File: config.mk
export PLATFORM = sky130hd
export DESIGN_NAME = rank_dispatch_flat
export DESIGN_NICKNAME = d
export VERILOG_FILES = /design/src/rtl/rank_dispatch_if.sv /design/src/rtl/rank_dispatch.sv /design/src/flat_wrapper.sv
export SDC_FILE = /design/constraint.sdc
export NUM_CORES = 1
export LEC_CHECK = 0
export ABC_AREA = 1
export CORE_MARGIN = 4
export CORE_UTILIZATION = 58
export DETAILED_ROUTE_END_ITERATION = 6
export HOLD_SLACK_MARGIN = 0.15
export PLACE_DENSITY = 0.79
export SYNTH_ARGS = -nofsm -noshare
export SYNTH_HDL_FRONTEND = slang
export SYNTH_SLANG_ARGS = --single-unit
File: constraint.sdc
create_clock -name clk -period 10 [get_ports clk]
set_input_delay 2.5 -clock clk [delete_from_list [all_inputs] [get_ports clk]]
set_output_delay 2.5 -clock clk [all_outputs]
set_load 0.01 [all_outputs]
File: src/rtl/rank_dispatch_if.sv
// Descriptor, engine and result bus of the rank dispatcher.
// The slave modport is the dispatcher's view; master is the surrounding logic.
interface rank_dispatch_if #(
  parameter int META_WIDTH        = 16,
  parameter int FLOW_ID_WIDTH     = 16,
  parameter int FLOW_WEIGHT_WIDTH = 8,
  parameter int RANK_WIDTH        = 16,
  parameter int NUM_RANK_OPS      = 4,
  parameter int RANK_CODE_BITS    = 2
);
  logic                                      busy;
  logic                                      insert;
  logic [RANK_CODE_BITS-1:0]                 rank_op_in;
  logic [META_WIDTH-1:0]                     meta_in;
  logic [FLOW_ID_WIDTH-1:0]                  flowID_in;
  logic [FLOW_WEIGHT_WIDTH-1:0]              flow_weight_in;
  logic [NUM_RANK_OPS-1:0]                   eng_busy;
  logic [NUM_RANK_OPS-1:0]                   eng_insert;
  logic [NUM_RANK_OPS*META_WIDTH-1:0]        eng_meta_in;
  logic [NUM_RANK_OPS*FLOW_ID_WIDTH-1:0]     eng_flowID_in;
  logic [NUM_RANK_OPS*FLOW_WEIGHT_WIDTH-1:0] eng_flow_weight_in;
  logic [NUM_RANK_OPS-1:0]                   eng_valid_out;
  logic [NUM_RANK_OPS-1:0]                   eng_remove;
  logic [NUM_RANK_OPS*RANK_WIDTH-1:0]        eng_rank_out;
  logic [NUM_RANK_OPS*META_WIDTH-1:0]        eng_meta_out;
  logic                                      remove;
  logic                                      valid_out;
  logic [RANK_WIDTH-1:0]                     rank_out;
  logic [META_WIDTH-1:0]                     meta_out;
  logic [31:0]                               drop_count;

  modport slave (
    output busy, eng_insert, eng_meta_in, eng_flowID_in, eng_flow_weight_in,
    output eng_remove, valid_out, rank_out, meta_out, drop_count,
    input  insert, rank_op_in, meta_in, flowID_in, flow_weight_in,
    input  eng_busy, eng_valid_out, eng_rank_out, eng_meta_out, remove
  );

  modport master (
    input  busy, eng_insert, eng_meta_in, eng_flowID_in, eng_flow_weight_in,
    input  eng_remove, valid_out, rank_out, meta_out, drop_count,
    output insert, rank_op_in, meta_in, flowID_in, flow_weight_in,
    output eng_busy, eng_valid_out, eng_rank_out, eng_meta_out, remove
  );
endinterface

File: src/rtl/rank_dispatch.sv
// Rank dispatcher: input FIFO steering descriptors to rank engines by op code,
// and an arbiter collecting engine results into a back-pressured output FIFO.
module rank_dispatch #(
  parameter int META_WIDTH        = 16,
  parameter int FLOW_ID_WIDTH     = 16,
  parameter int FLOW_WEIGHT_WIDTH = 8,
  parameter int RANK_WIDTH        = 16,
  parameter int NUM_RANK_OPS      = 4,
  parameter int RANK_CODE_BITS    = 2,
  parameter int L2_IN_DEPTH       = 4,
  parameter int L2_OUT_DEPTH      = 4,
  parameter int ARB_MODE          = 1
) (
  input logic           clk,
  input logic           rst,
  rank_dispatch_if.slave bus
);
  localparam int IN_DEPTH  = 2 ** L2_IN_DEPTH;
  localparam int OUT_DEPTH = 2 ** L2_OUT_DEPTH;
  localparam int DESC_W    = RANK_CODE_BITS + META_WIDTH + FLOW_ID_WIDTH + FLOW_WEIGHT_WIDTH;
  localparam int RES_W     = RANK_WIDTH + META_WIDTH;

  typedef logic [L2_IN_DEPTH:0]      in_cnt_t;
  typedef logic [L2_OUT_DEPTH:0]     out_cnt_t;
  typedef logic [RANK_CODE_BITS-1:0] op_t;

  logic [DESC_W-1:0]           in_mem [IN_DEPTH];
  logic [L2_IN_DEPTH-1:0]      in_wr_ptr_reg, in_rd_ptr_reg;
  in_cnt_t                     in_count_reg;
  logic                        in_empty, in_full, op_legal, in_wr, in_pop;
  op_t                         head_op;
  logic [META_WIDTH-1:0]       head_meta;
  logic [FLOW_ID_WIDTH-1:0]    head_flow;
  logic [FLOW_WEIGHT_WIDTH-1:0] head_weight;
  logic [NUM_RANK_OPS-1:0]     disp_sel;

  logic [RES_W-1:0]            out_mem [OUT_DEPTH];
  logic [L2_OUT_DEPTH-1:0]     out_wr_ptr_reg, out_rd_ptr_reg;
  out_cnt_t                    out_count_reg;
  logic                        out_empty, out_full, out_rd;
  logic [RANK_WIDTH-1:0]       out_head_rank;
  logic [META_WIDTH-1:0]       out_head_meta;

  op_t                         rr_ptr_reg;
  op_t                         arb_start;
  logic [NUM_RANK_OPS-1:0]     eligible, grant_oh;
  logic [2*NUM_RANK_OPS-1:0]   elig_dbl;
  logic                        grant_valid;
  int                          grant_off, grant_idx, rr_next;
  logic [RANK_WIDTH-1:0]       grant_rank;
  logic [META_WIDTH-1:0]       grant_meta;
  logic [31:0]                 drop_count_reg;

  // ---------------- input FIFO ----------------
  assign in_empty = (in_count_reg == '0);
  assign in_full  = (in_count_reg == in_cnt_t'(IN_DEPTH));
  assign op_legal = (32'(bus.rank_op_in) < 32'(NUM_RANK_OPS));
  assign in_wr    = bus.insert & op_legal & ~in_full;
  assign bus.busy = (in_count_reg >= in_cnt_t'(IN_DEPTH - 1));
  assign {head_op, head_meta, head_flow, head_weight} = in_mem[in_rd_ptr_reg];

  always_ff @(posedge clk) begin
    if (in_wr)
      in_mem[in_wr_ptr_reg] <= {bus.rank_op_in, bus.meta_in, bus.flowID_in, bus.flow_weight_in};
  end

  always_ff @(posedge clk or posedge rst) begin
    if (rst) begin
      in_wr_ptr_reg  <= '0;
      in_rd_ptr_reg  <= '0;
      in_count_reg   <= '0;
      drop_count_reg <= '0;
    end else begin
      if (in_wr)  in_wr_ptr_reg <= in_wr_ptr_reg + 1'b1;
      if (in_pop) in_rd_ptr_reg <= in_rd_ptr_reg + 1'b1;
      if (in_wr && !in_pop)      in_count_reg <= in_count_reg + 1'b1;
      else if (!in_wr && in_pop) in_count_reg <= in_count_reg - 1'b1;
      if (bus.insert && !in_wr && !(&drop_count_reg))
        drop_count_reg <= drop_count_reg + 32'd1;
    end
  end

  assign bus.drop_count = drop_count_reg;
  assign in_pop = |disp_sel;

  // Per-engine steering; the head stalls while its target engine is busy.
  for (genvar gi = 0; gi < NUM_RANK_OPS; gi++) begin : g_eng
    assign disp_sel[gi] = ~in_empty & (head_op == op_t'(gi)) & ~bus.eng_busy[gi];
    assign bus.eng_insert[gi] = disp_sel[gi];
    assign bus.eng_meta_in[gi*META_WIDTH +: META_WIDTH] =
      disp_sel[gi] ? head_meta : '0;
    assign bus.eng_flowID_in[gi*FLOW_ID_WIDTH +: FLOW_ID_WIDTH] =
      disp_sel[gi] ? head_flow : '0;
    assign bus.eng_flow_weight_in[gi*FLOW_WEIGHT_WIDTH +: FLOW_WEIGHT_WIDTH] =
      disp_sel[gi] ? head_weight : '0;
    assign grant_oh[gi] = grant_valid & (grant_idx == gi);
  end

  // ---------------- collection arbiter ----------------
  assign out_full = (out_count_reg == out_cnt_t'(OUT_DEPTH));
  // rst gating keeps eng_remove low while reset is held, whatever the engines show.
  assign eligible = bus.eng_valid_out & {NUM_RANK_OPS{~out_full & ~rst}};
  assign bus.eng_remove = grant_oh;

  always_comb begin
    arb_start   = (ARB_MODE == 1) ? rr_ptr_reg : '0;
    elig_dbl    = {eligible, eligible} >> arb_start;
    grant_valid = 1'b0;
    grant_off   = 0;
    for (int i = 0; i < NUM_RANK_OPS; i++) begin
      if (!grant_valid && elig_dbl[i]) begin
        grant_valid = 1'b1;
        grant_off   = i;
      end
    end
    grant_idx = int'(arb_start) + grant_off;
    if (grant_idx >= NUM_RANK_OPS) grant_idx = grant_idx - NUM_RANK_OPS;
    rr_next = (grant_idx == NUM_RANK_OPS - 1) ? 0 : grant_idx + 1;
  end

  always_comb begin
    grant_rank = '0;
    grant_meta = '0;
    for (int i = 0; i < NUM_RANK_OPS; i++) begin
      if (grant_oh[i]) begin
        grant_rank = bus.eng_rank_out[i*RANK_WIDTH +: RANK_WIDTH];
        grant_meta = bus.eng_meta_out[i*META_WIDTH +: META_WIDTH];
      end
    end
  end

  // ---------------- output FIFO ----------------
  assign out_empty = (out_count_reg == '0);
  assign out_rd    = bus.remove & ~out_empty;
  assign {out_head_rank, out_head_meta} = out_mem[out_rd_ptr_reg];
  assign bus.valid_out = ~out_empty;
  assign bus.rank_out  = out_empty ? '0 : out_head_rank;
  assign bus.meta_out  = out_empty ? '0 : out_head_meta;

  always_ff @(posedge clk) begin
    if (grant_valid)
      out_mem[out_wr_ptr_reg] <= {grant_rank, grant_meta};
  end

  always_ff @(posedge clk or posedge rst) begin
    if (rst) begin
      out_wr_ptr_reg <= '0;
      out_rd_ptr_reg <= '0;
      out_count_reg  <= '0;
      rr_ptr_reg     <= '0;
    end else begin
      if (grant_valid) begin
        out_wr_ptr_reg <= out_wr_ptr_reg + 1'b1;
        rr_ptr_reg     <= op_t'(rr_next);
      end
      if (out_rd) out_rd_ptr_reg <= out_rd_ptr_reg + 1'b1;
      if (grant_valid && !out_rd)      out_count_reg <= out_count_reg + 1'b1;
      else if (!grant_valid && out_rd) out_count_reg <= out_count_reg - 1'b1;
    end
  end
endmodule

File: src/flat_wrapper.sv
// flat-port wrapper written by rule: the top's interface ports become plain ports
module rank_dispatch_flat 
#(
  parameter int META_WIDTH        = 16,
  parameter int FLOW_ID_WIDTH     = 16,
  parameter int FLOW_WEIGHT_WIDTH = 8,
  parameter int RANK_WIDTH        = 16,
  parameter int NUM_RANK_OPS      = 4,
  parameter int RANK_CODE_BITS    = 2,
  parameter int L2_IN_DEPTH       = 4,
  parameter int L2_OUT_DEPTH      = 4,
  parameter int ARB_MODE          = 1
)
  (clk, rst, bus_busy, bus_eng_insert, bus_eng_meta_in, bus_eng_flowID_in, bus_eng_flow_weight_in, bus_eng_remove, bus_valid_out, bus_rank_out, bus_meta_out, bus_drop_count, bus_insert, bus_rank_op_in, bus_meta_in, bus_flowID_in, bus_flow_weight_in, bus_eng_busy, bus_eng_valid_out, bus_eng_rank_out, bus_eng_meta_out, bus_remove);
  rank_dispatch_if #(.META_WIDTH(META_WIDTH), .FLOW_ID_WIDTH(FLOW_ID_WIDTH), .FLOW_WEIGHT_WIDTH(FLOW_WEIGHT_WIDTH), .RANK_WIDTH(RANK_WIDTH), .NUM_RANK_OPS(NUM_RANK_OPS), .RANK_CODE_BITS(RANK_CODE_BITS)) bus_i ();
  input logic clk;
  input logic rst;
  output wire logic [$bits(bus_i.busy)-1:0] bus_busy;
  output wire logic [$bits(bus_i.eng_insert)-1:0] bus_eng_insert;
  output wire logic [$bits(bus_i.eng_meta_in)-1:0] bus_eng_meta_in;
  output wire logic [$bits(bus_i.eng_flowID_in)-1:0] bus_eng_flowID_in;
  output wire logic [$bits(bus_i.eng_flow_weight_in)-1:0] bus_eng_flow_weight_in;
  output wire logic [$bits(bus_i.eng_remove)-1:0] bus_eng_remove;
  output wire logic [$bits(bus_i.valid_out)-1:0] bus_valid_out;
  output wire logic [$bits(bus_i.rank_out)-1:0] bus_rank_out;
  output wire logic [$bits(bus_i.meta_out)-1:0] bus_meta_out;
  output wire logic [$bits(bus_i.drop_count)-1:0] bus_drop_count;
  input wire logic [$bits(bus_i.insert)-1:0] bus_insert;
  input wire logic [$bits(bus_i.rank_op_in)-1:0] bus_rank_op_in;
  input wire logic [$bits(bus_i.meta_in)-1:0] bus_meta_in;
  input wire logic [$bits(bus_i.flowID_in)-1:0] bus_flowID_in;
  input wire logic [$bits(bus_i.flow_weight_in)-1:0] bus_flow_weight_in;
  input wire logic [$bits(bus_i.eng_busy)-1:0] bus_eng_busy;
  input wire logic [$bits(bus_i.eng_valid_out)-1:0] bus_eng_valid_out;
  input wire logic [$bits(bus_i.eng_rank_out)-1:0] bus_eng_rank_out;
  input wire logic [$bits(bus_i.eng_meta_out)-1:0] bus_eng_meta_out;
  input wire logic [$bits(bus_i.remove)-1:0] bus_remove;
  assign bus_busy = bus_i.busy;
  assign bus_eng_insert = bus_i.eng_insert;
  assign bus_eng_meta_in = bus_i.eng_meta_in;
  assign bus_eng_flowID_in = bus_i.eng_flowID_in;
  assign bus_eng_flow_weight_in = bus_i.eng_flow_weight_in;
  assign bus_eng_remove = bus_i.eng_remove;
  assign bus_valid_out = bus_i.valid_out;
  assign bus_rank_out = bus_i.rank_out;
  assign bus_meta_out = bus_i.meta_out;
  assign bus_drop_count = bus_i.drop_count;
  assign bus_i.insert = bus_insert;
  assign bus_i.rank_op_in = bus_rank_op_in;
  assign bus_i.meta_in = bus_meta_in;
  assign bus_i.flowID_in = bus_flowID_in;
  assign bus_i.flow_weight_in = bus_flow_weight_in;
  assign bus_i.eng_busy = bus_eng_busy;
  assign bus_i.eng_valid_out = bus_eng_valid_out;
  assign bus_i.eng_rank_out = bus_eng_rank_out;
  assign bus_i.eng_meta_out = bus_eng_meta_out;
  assign bus_i.remove = bus_remove;
  rank_dispatch #(.META_WIDTH(META_WIDTH), .FLOW_ID_WIDTH(FLOW_ID_WIDTH), .FLOW_WEIGHT_WIDTH(FLOW_WEIGHT_WIDTH), .RANK_WIDTH(RANK_WIDTH), .NUM_RANK_OPS(NUM_RANK_OPS), .RANK_CODE_BITS(RANK_CODE_BITS), .L2_IN_DEPTH(L2_IN_DEPTH), .L2_OUT_DEPTH(L2_OUT_DEPTH), .ARB_MODE(ARB_MODE)) u_core (.clk(clk), .rst(rst), .bus(bus_i));
endmodule
==> impl_metrics.py, run 1 <==
metrics = {
    "critical_path": {
        "max_stage_delay_ns": 0.60,
        "cp.arrival_ns": 5.78,
        "critical_path.reg2reg.startpoint": "u_core.in_rd_ptr_reg[0]$_DFFE_PP0P_",
        "worst_r2r_path_depth": 18,
        "cp-end-kind": "output port",
        "path_cells": "clkdlybuf4s50_1 -> inv_2 -> nand4_1 -> nand2_1 -> nand2_1 -> a31oi_1 -> nor2_1 -> ha_1 -> inv_1 -> fa_1 -> inv_1 -> ha_1 -> nand2_2 -> inv_1 -> buf_4 -> clkdlybuf4s50_1",
        "worstPathMaxFanout": 33,
        "critical_path_class": "in -> out",
        "critical_path.most_common_cell": "sky130_fd_sc_hd__inv_1",
        "reg2reg_slack_ns": 5.40,
        "crit_slowest_cell": "sky130_fd_sc_hd__clkdlybuf4s50_1",
        "timing.critical_path.from_type": "input port",
        "worst-endpoint-required_ns": 7.50,
        "r2r_end": "u_core.in_count_reg[4]$_DFFE_PP0P_",
    },
    "synthesis": {
        "syn_inst": 4337,
        "synth.yosys.warnings": 0,
        "synth-edff-count": 1184,
        "synth_most_common_cell": "sky130_fd_sc_hd__edfxtp_1",
        "ys.flop_type": "sky130_fd_sc_hd__edfxtp_1",
        "yosys.area_share.xor_xnor_pct": 0.737,
        "synthesis.area_um2": 52300,
        "synth.area.mux_share_pct": 0,
        "synth_area_leader_cell": "sky130_fd_sc_hd__edfxtp_1",
        "syn-mean-instance-area_um2": 12.1,
        "synth_seq_area_share_pct": 70.9,
        "synth_compound_gate_area_share_pct": 11.7,
        "synthArstFlopShare_pct": 4.82,
        "combinational_family_with_the_most_area_after_synthesis": "simple AND/OR/NAND/NOR gates",
        "synth-simple-area-share_pct": 11.9,
        "synth_commonest_cells": "1,184 x sky130_fd_sc_hd__edfxtp_1, 860 x sky130_fd_sc_hd__nor2_1, 594 x sky130_fd_sc_hd__o21ai_0",
        "ys_seq_elements": 1244,
        "post_synth_fa_ha_maj_area_fraction_pct": 0.689,
        "ys_top_cells_by_area": "sky130_fd_sc_hd__edfxtp_1 68%, sky130_fd_sc_hd__nor2_1 6.2%, sky130_fd_sc_hd__o21ai_0 5.7%",
        "distinct_cell_type_count_after_synthesis": 41,
        "synth_top_area_share_pct": 68.0,
        "synth_nets": 4546,
    },
    "drt": {
        "drtPass1Iterations": 7,
        "remaining_drc_errors": 0,
        "drt_iter0_markers": 5013,
        "dr_total_vias": 37100,
        "post_drt_via_cell_ratio": 6.28,
        "route.antenna.remaining_nets": 0,
        "drt_wl_total_mm": 145,
        "wl_per_cell_um": 24.6,
    },
    "finish": {
        "largest_register_ff_count": 672,
        "filler_cell_count": 5963,
        "post_route_cells_drive_above_1_share_pct": 7.21,
        "area_delta_synth_final_pct": 17.0,
        "final_core_occ_pct": 68.8,
        "multi_input_logic_area_um2": 13300,
        "final-seq-area_um2": 37100,
        "fin_cells": 5898,
        "finish.net_count": 4842,
        "design_area_um2": 61100,
    },
    "power": {
        "vdd.ir_drop.worst_v": 0.000389,
        "p_leak_nw": 20.9,
        "power_density_nw_per_um2": 369,
    },
    "clock_network": {
        "tritoncts_num_sinks": 1244,
        "clock_insertion_delay_worst_skew_ns": 0.70,
        "cts.hold.buffers_added": 0,
        "clkTransAtPathRegs_ns": 0.07,
        "ctsLongestPathBuffers": 3,
        "ctsRootBufferMaster": "sky130_fd_sc_hd__clkbuf_16",
        "cts_tree": "built",
        "cts_made_buffers": 118,
        "cts.repair_timing.setup_buffer_count": 0,
        "number_of_h_tree_levels": 3,
        "postCtsResizedCells": 0,
    },
    "placed_design": {
        "hpwlAfterDp_mm": 78.7,
        "placedCellCount": 5678,
        "postPlaceCellArea_um2": 57300,
        "finalWeightedCongestion": 0.902,
        "port_buffer_cells": 415,
    },
    "global_route": {
        "grt-ovfl-total": 0,
        "antenna_found_initial": 12,
        "grt_start_max_net_pins": 225,
        "first_pass_grt_wire_length_mm": 214,
        "global_route.usage.total_pct": 29.7,
        "grt_pass1_vias": 35600,
    },
    "timing": {
        "worst_tran_pin_value_ns": 1.27,
        "clock_skew_ns": 0.0343,
        "period_needed_ns": 8.28,
        "finalSetupViolations": 0,
        "timing.setup.tns_ns": 0,
        "slew_headroom_pct": 15.2,
        "final_min_period_over_clock_period_pct": 82.8,
        "rsz0062_at_grt": "no",
        "timing_hold_violations_final": 0,
        "max_freq_ghz": 0.121,
        "timing_max_transition_violations_final": 0,
    },
    "die": {
        "die_height_um": 308,
        "core.rowCount": 109,
        "initial_utilization_pct": 58.8,
        "io-pin-count": 416,
        "core_outline_area_um2": 88900,
        "die_width_um": 308,
        "die_area_um2": 95000,
    },
    "hold_path": {
        "worst_hold_path.endpoint": "u_core.in_count_reg[4]$_DFFE_PP0P_",
        "worst_hold_startpoint": "u_core.in_count_reg[4]$_DFFE_PP0P_",
        "hold_path_depth": 1,
        "timing.hold.worst.class": "reg -> reg",
    },
    "run_status": {
        "outcome": "finished, final reports clean",
    },
    "run": {
        "max_cap_viol_count": 0,
    },
}
-- area by class of cell --
cell class	instances	area share [%]
Clock buffer	155	5.16
Sequential cell	1244	60.6
Multi-Input combinational cell	2581	21.8
Clock inverter	60	1.14
Tap cell	1165	2.38
Timing Repair Buffer	478	7.59
Antenna cell	5	0.0205
Inverter	210	1.32
-- worst max path at each step --
stage / from / to / slack, ns / cells past startpoint
after floorplan: rst / bus_eng_remove[1] / 1.08 / 14
after global placement: rst / bus_eng_remove[3] / 1.68 / 16
after detailed placement: rst / bus_eng_remove[3] / 1.70 / 16
after CTS: rst / bus_eng_remove[3] / 1.70 / 16
after global routing: rst / bus_eng_remove[3] / 1.45 / 17
final: rst / bus_eng_remove[3] / 1.72 / 16
-- cells in the final DEF, fill, tap and decap left out, types with 19 or more instances in the layout --
cell	count
sky130_fd_sc_hd__inv_1	148
sky130_fd_sc_hd__buf_4	62
sky130_fd_sc_hd__nand4_1	19
sky130_fd_sc_hd__o21ai_0	594
sky130_fd_sc_hd__clkinv_1	46
sky130_fd_sc_hd__nor2_4	34
sky130_fd_sc_hd__ha_1	23
sky130_fd_sc_hd__o211ai_1	49
sky130_fd_sc_hd__clkinv_2	20
sky130_fd_sc_hd__o221ai_1	206
sky130_fd_sc_hd__edfxtp_1	1184
sky130_fd_sc_hd__o22ai_1	70
sky130_fd_sc_hd__nand3_1	206
sky130_fd_sc_hd__nor2_1	828
sky130_fd_sc_hd__clkdlybuf4s50_1	415
sky130_fd_sc_hd__xor2_1	35
sky130_fd_sc_hd__dfrtp_1	53
sky130_fd_sc_hd__nand3_2	23
sky130_fd_sc_hd__inv_2	33
sky130_fd_sc_hd__clkbuf_16	121
sky130_fd_sc_hd__nand2_1	346
sky130_fd_sc_hd__nor3_1	22
sky130_fd_sc_hd__clkbuf_1	34
sky130_fd_sc_hd__a21oi_1	61
-- logic make-up (layout without fill, tap and decap cells) --
| family | count (synthesis) | count (layout) |
|---|---|---|
| buffers and inverters | 512 | 903 |
| other | 0 | 5 |
| xor gates and xnor gates | 44 | 44 |
| and+or+nand+nor | 1503 | 1503 |
| DFF | 1244 | 1244 |
| adders and majority gates | 27 | 27 |
| AOI/OAI and AO/OA | 1007 | 1007 |
-- stage by stage --
| stage | hold slack (ns) | total power, mW | worst slack [ns] |
|---|---|---|---|
| 3_5_place_dp | 0.489 | 18.0 | 1.70 |
| 4_1_cts | 0.502 | 22.5 | 1.70 |
| 6_report | 0.504 | 22.6 | 1.72 |
| 3_3_place_gp | 0.482 | 17.7 | 1.68 |
| 5_1_grt | 0.533 | 23.6 | 1.45 |
| 2_1_floorplan | 0.463 | 14.1 | 1.08 |
-- critical path, delay by kind of cell --
kind | cells | cell delay, ns
buffers and inverters | 7 | 1.83
adders and majority gates | 3 | 0.83
and+or+nand+nor | 5 | 0.42
AOI/OAI and AO/OA | 1 | 0.18
-- report_power, final --
group	switching (mW)	internal, mW	leakage, nW
logic	6.97	2.57	7.56
clock network	1.88	2.58	1.88
registers	0.469	8.12	11.5
-- routing by layer --
layer	share of wire, %	GRT usage (%)
met3	11	5.49
met2	48	48.9
met4	4.2	12.7
met5	0.060	0
met1	37	39.2
(Power assumes the default switching activity.)
==> inputs of run 2 (changes only) <==
CORE_UTILIZATION = 53   (was 58)
PLACE_DENSITY = 0.77   (was 0.79)
clock period = 7.6 ns   (was 10 ns; I/O delays follow)
==> impl_metrics.py, run 2 (synthesized netlist as in run 1, its figures left out) <==
metrics = {
    "timing": {
        "clock_skew_ns": 0.0492,
        "worst_tran_pin_value_ns": 1.19,
        "timing_max_transition_violations_final": 0,
        "slew_headroom_pct": 20.4,
        "max_freq_ghz": 0.140,
        "timing_hold_violations_final": 0,
        "period_needed_ns": 7.12,
        "fin_worst_hold_slack_ns": 0.493,
        "timing.setup.tns_ns": 0,
        "finalSetupViolations": 0,
        "final_min_period_over_clock_period_pct": 93.7,
        "rsz0062_at_grt": "no",
    },
    "drt": {
        "drt_iter0_markers": 4684,
        "route.antenna.remaining_nets": 0,
        "drt_wl_total_mm": 143,
        "wl_per_cell_um": 23.8,
        "remaining_drc_errors": 0,
        "routedLengthMet1_mm": 53.3,
        "dr_total_vias": 36700,
        "drtPass1Iterations": 6,
        "highest-signal-layer": "met5",
        "met2_wirelength_mm": 69.9,
        "met3_wirelength_mm": 14.5,
        "post_drt_via_cell_ratio": 6.09,
    },
    "die": {
        "io-pin-count": 416,
        "die_width_um": 322,
        "core_outline_area_um2": 97300,
        "die_area_um2": 104000,
        "die_height_um": 322,
        "core.rowCount": 114,
        "initial_utilization_pct": 53.7,
    },
    "global_route": {
        "grt-ovfl-total": 0,
        "grt_pass1_vias": 35200,
        "grt_start_max_net_pins": 165,
        "antenna_found_initial": 10,
        "first_pass_grt_wire_length_mm": 212,
        "global_route.usage.total_pct": 27.0,
    },
    "critical_path": {
        "cp.arrival_ns": 5.22,
        "critical_path_class": "in -> out",
        "worst_setup_path_startpoint": "rst",
        "worst-endpoint-required_ns": 5.70,
        "max_stage_delay_ns": 0.79,
        "crit_slowest_cell": "sky130_fd_sc_hd__fa_1",
        "critical_path.most_common_cell": "sky130_fd_sc_hd__nand2_1",
        "timing.critical_path.from_type": "input port",
        "worstSetupPathDepth": 13,
        "cp-endpoint": "bus_eng_remove[1]",
        "path_delay_family": "buffers and inverters",
        "critical_path.reg2reg.startpoint": "u_core.in_rd_ptr_reg[0]$_DFFE_PP0P_",
        "path_cells": "clkdlybuf4s50_1 -> clkinv_2 -> nand4_1 -> nand2_1 -> nand2_1 -> nand2_1 -> nor2_2 -> o21ai_0 -> fa_1 -> ha_2 -> inv_1 -> nor2_1 -> clkdlybuf4s50_1",
        "worst_r2r_path_depth": 22,
        "reg2reg_slack_ns": 3.03,
        "worstPathMaxFanout": 9,
        "buffer_and_inverter_count_on_the_worst_path": 4,
        "cp-end-kind": "output port",
        "r2r_end": "u_core.in_count_reg[4]$_DFFE_PP0P_",
    },
    "placed_design": {
        "port_buffer_cells": 415,
        "finalWeightedCongestion": 0.918,
        "postPlaceCellArea_um2": 57500,
        "hpwlAfterDp_mm": 80.3,
        "placedCellCount": 5794,
    },
    "clock_network": {
        "cts_tree": "built",
        "postCtsResizedCells": 0,
        "clkTransAtPathRegs_ns": 0.06,
        "cts_made_buffers": 117,
        "ctsLongestPathBuffers": 3,
        "cts.repair_timing.setup_buffer_count": 0,
        "cts.hold.buffers_added": 0,
        "number_of_h_tree_levels": 3,
        "ctsRootBufferMaster": "sky130_fd_sc_hd__clkbuf_16",
        "tritoncts_num_sinks": 1244,
        "clock_insertion_delay_worst_skew_ns": 0.70,
    },
    "finish": {
        "design_area_um2": 61200,
        "area_delta_synth_final_pct": 17.1,
        "fin_cells": 6019,
        "mostFrequentLayoutCell": "sky130_fd_sc_hd__edfxtp_1",
        "final_cell_mix": "1,184 x sky130_fd_sc_hd__edfxtp_1, 828 x sky130_fd_sc_hd__nor2_1, 594 x sky130_fd_sc_hd__o21ai_0",
        "post_route_cells_drive_above_1_share_pct": 7.43,
        "finish.net_count": 4846,
        "filler_cell_count": 7040,
        "largest_register_ff_count": 672,
    },
    "run_status": {
        "outcome": "finished, final reports clean",
    },
    "hold_path": {
        "timing.hold.worst.class": "reg -> reg",
    },
    "power": {
        "p_leak_nw": 20.9,
        "power_density_nw_per_um2": 481,
        "vdd.ir_drop.worst_v": 0.000383,
    },
    "run": {
        "max_cap_viol_count": 0,
    },
}
run 2: changes by cell type in the layout (fill, tap and decap cells not counted), moves of 4 or more:
cell and delta:
sky130_fd_sc_hd__clkinv_2 +6, sky130_fd_sc_hd__clkbuf_1 -11, sky130_fd_sc_hd__buf_4 +6, sky130_fd_sc_hd__bufinv_16 -4, sky130_fd_sc_hd__clkinv_1 +8
run 2: worst min-delay path by stage:
stage	start	endpoint	slack [ns]	depth (start not counted)
after floorplan	u_core.in_count_reg[4]$_DFFE_PP0P_	u_core.in_count_reg[4]$_DFFE_PP0P_	0.46	1
after global placement	u_core.bus.drop_count[16]$_DFFE_PP0P_	u_core.bus.drop_count[16]$_DFFE_PP0P_	0.48	1
after detailed placement	u_core.bus.drop_count[16]$_DFFE_PP0P_	u_core.bus.drop_count[16]$_DFFE_PP0P_	0.48	1
after CTS	u_core.bus.drop_count[16]$_DFFE_PP0P_	u_core.bus.drop_count[16]$_DFFE_PP0P_	0.49	1
after global routing	u_core.in_count_reg[4]$_DFFE_PP0P_	u_core.in_count_reg[4]$_DFFE_PP0P_	0.52	1
final	u_core.bus.drop_count[16]$_DFFE_PP0P_	u_core.bus.drop_count[16]$_DFFE_PP0P_	0.49	1
run 2: area by class of cell:
type,count,area (um2),share of cell area (%)
well taps,1276,1600,2.61
flip-flops and latches,1244,37100,60.6
repair buffers,483,4660,7.62
clock buffers,142,3060,5.01
inverters,210,807,1.32
clock inverters,75,681,1.11
multi-input cells,2581,13300,21.7
diodes,8,20.0,0.0327
run 2: metal layers:
metal  GRT usage [%]  vias up
met5               0        -
met1            34.4    17900
met3            5.41      329
met4            10.8        6
met2            45.6     2062
li1                -    16400
run 2: stage by stage:
step	utilization (%)	setup WS, ns	total power, mW
after floorplan	-	0.786	18.6
after global placement	59.1	0.612	23.3
after detailed placement	59.1	0.577	23.7
after CTS	62.9	0.572	29.3
after global routing	62.9	0.269	30.9
final	62.9	0.481	29.4
run 2: report_power, final:
group / internal, mW / switching [mW]
clock: 3.21 / 2.49
combinational: 3.40 / 9.03
sequential: 10.7 / 0.598
total: 17.3 / 12.1
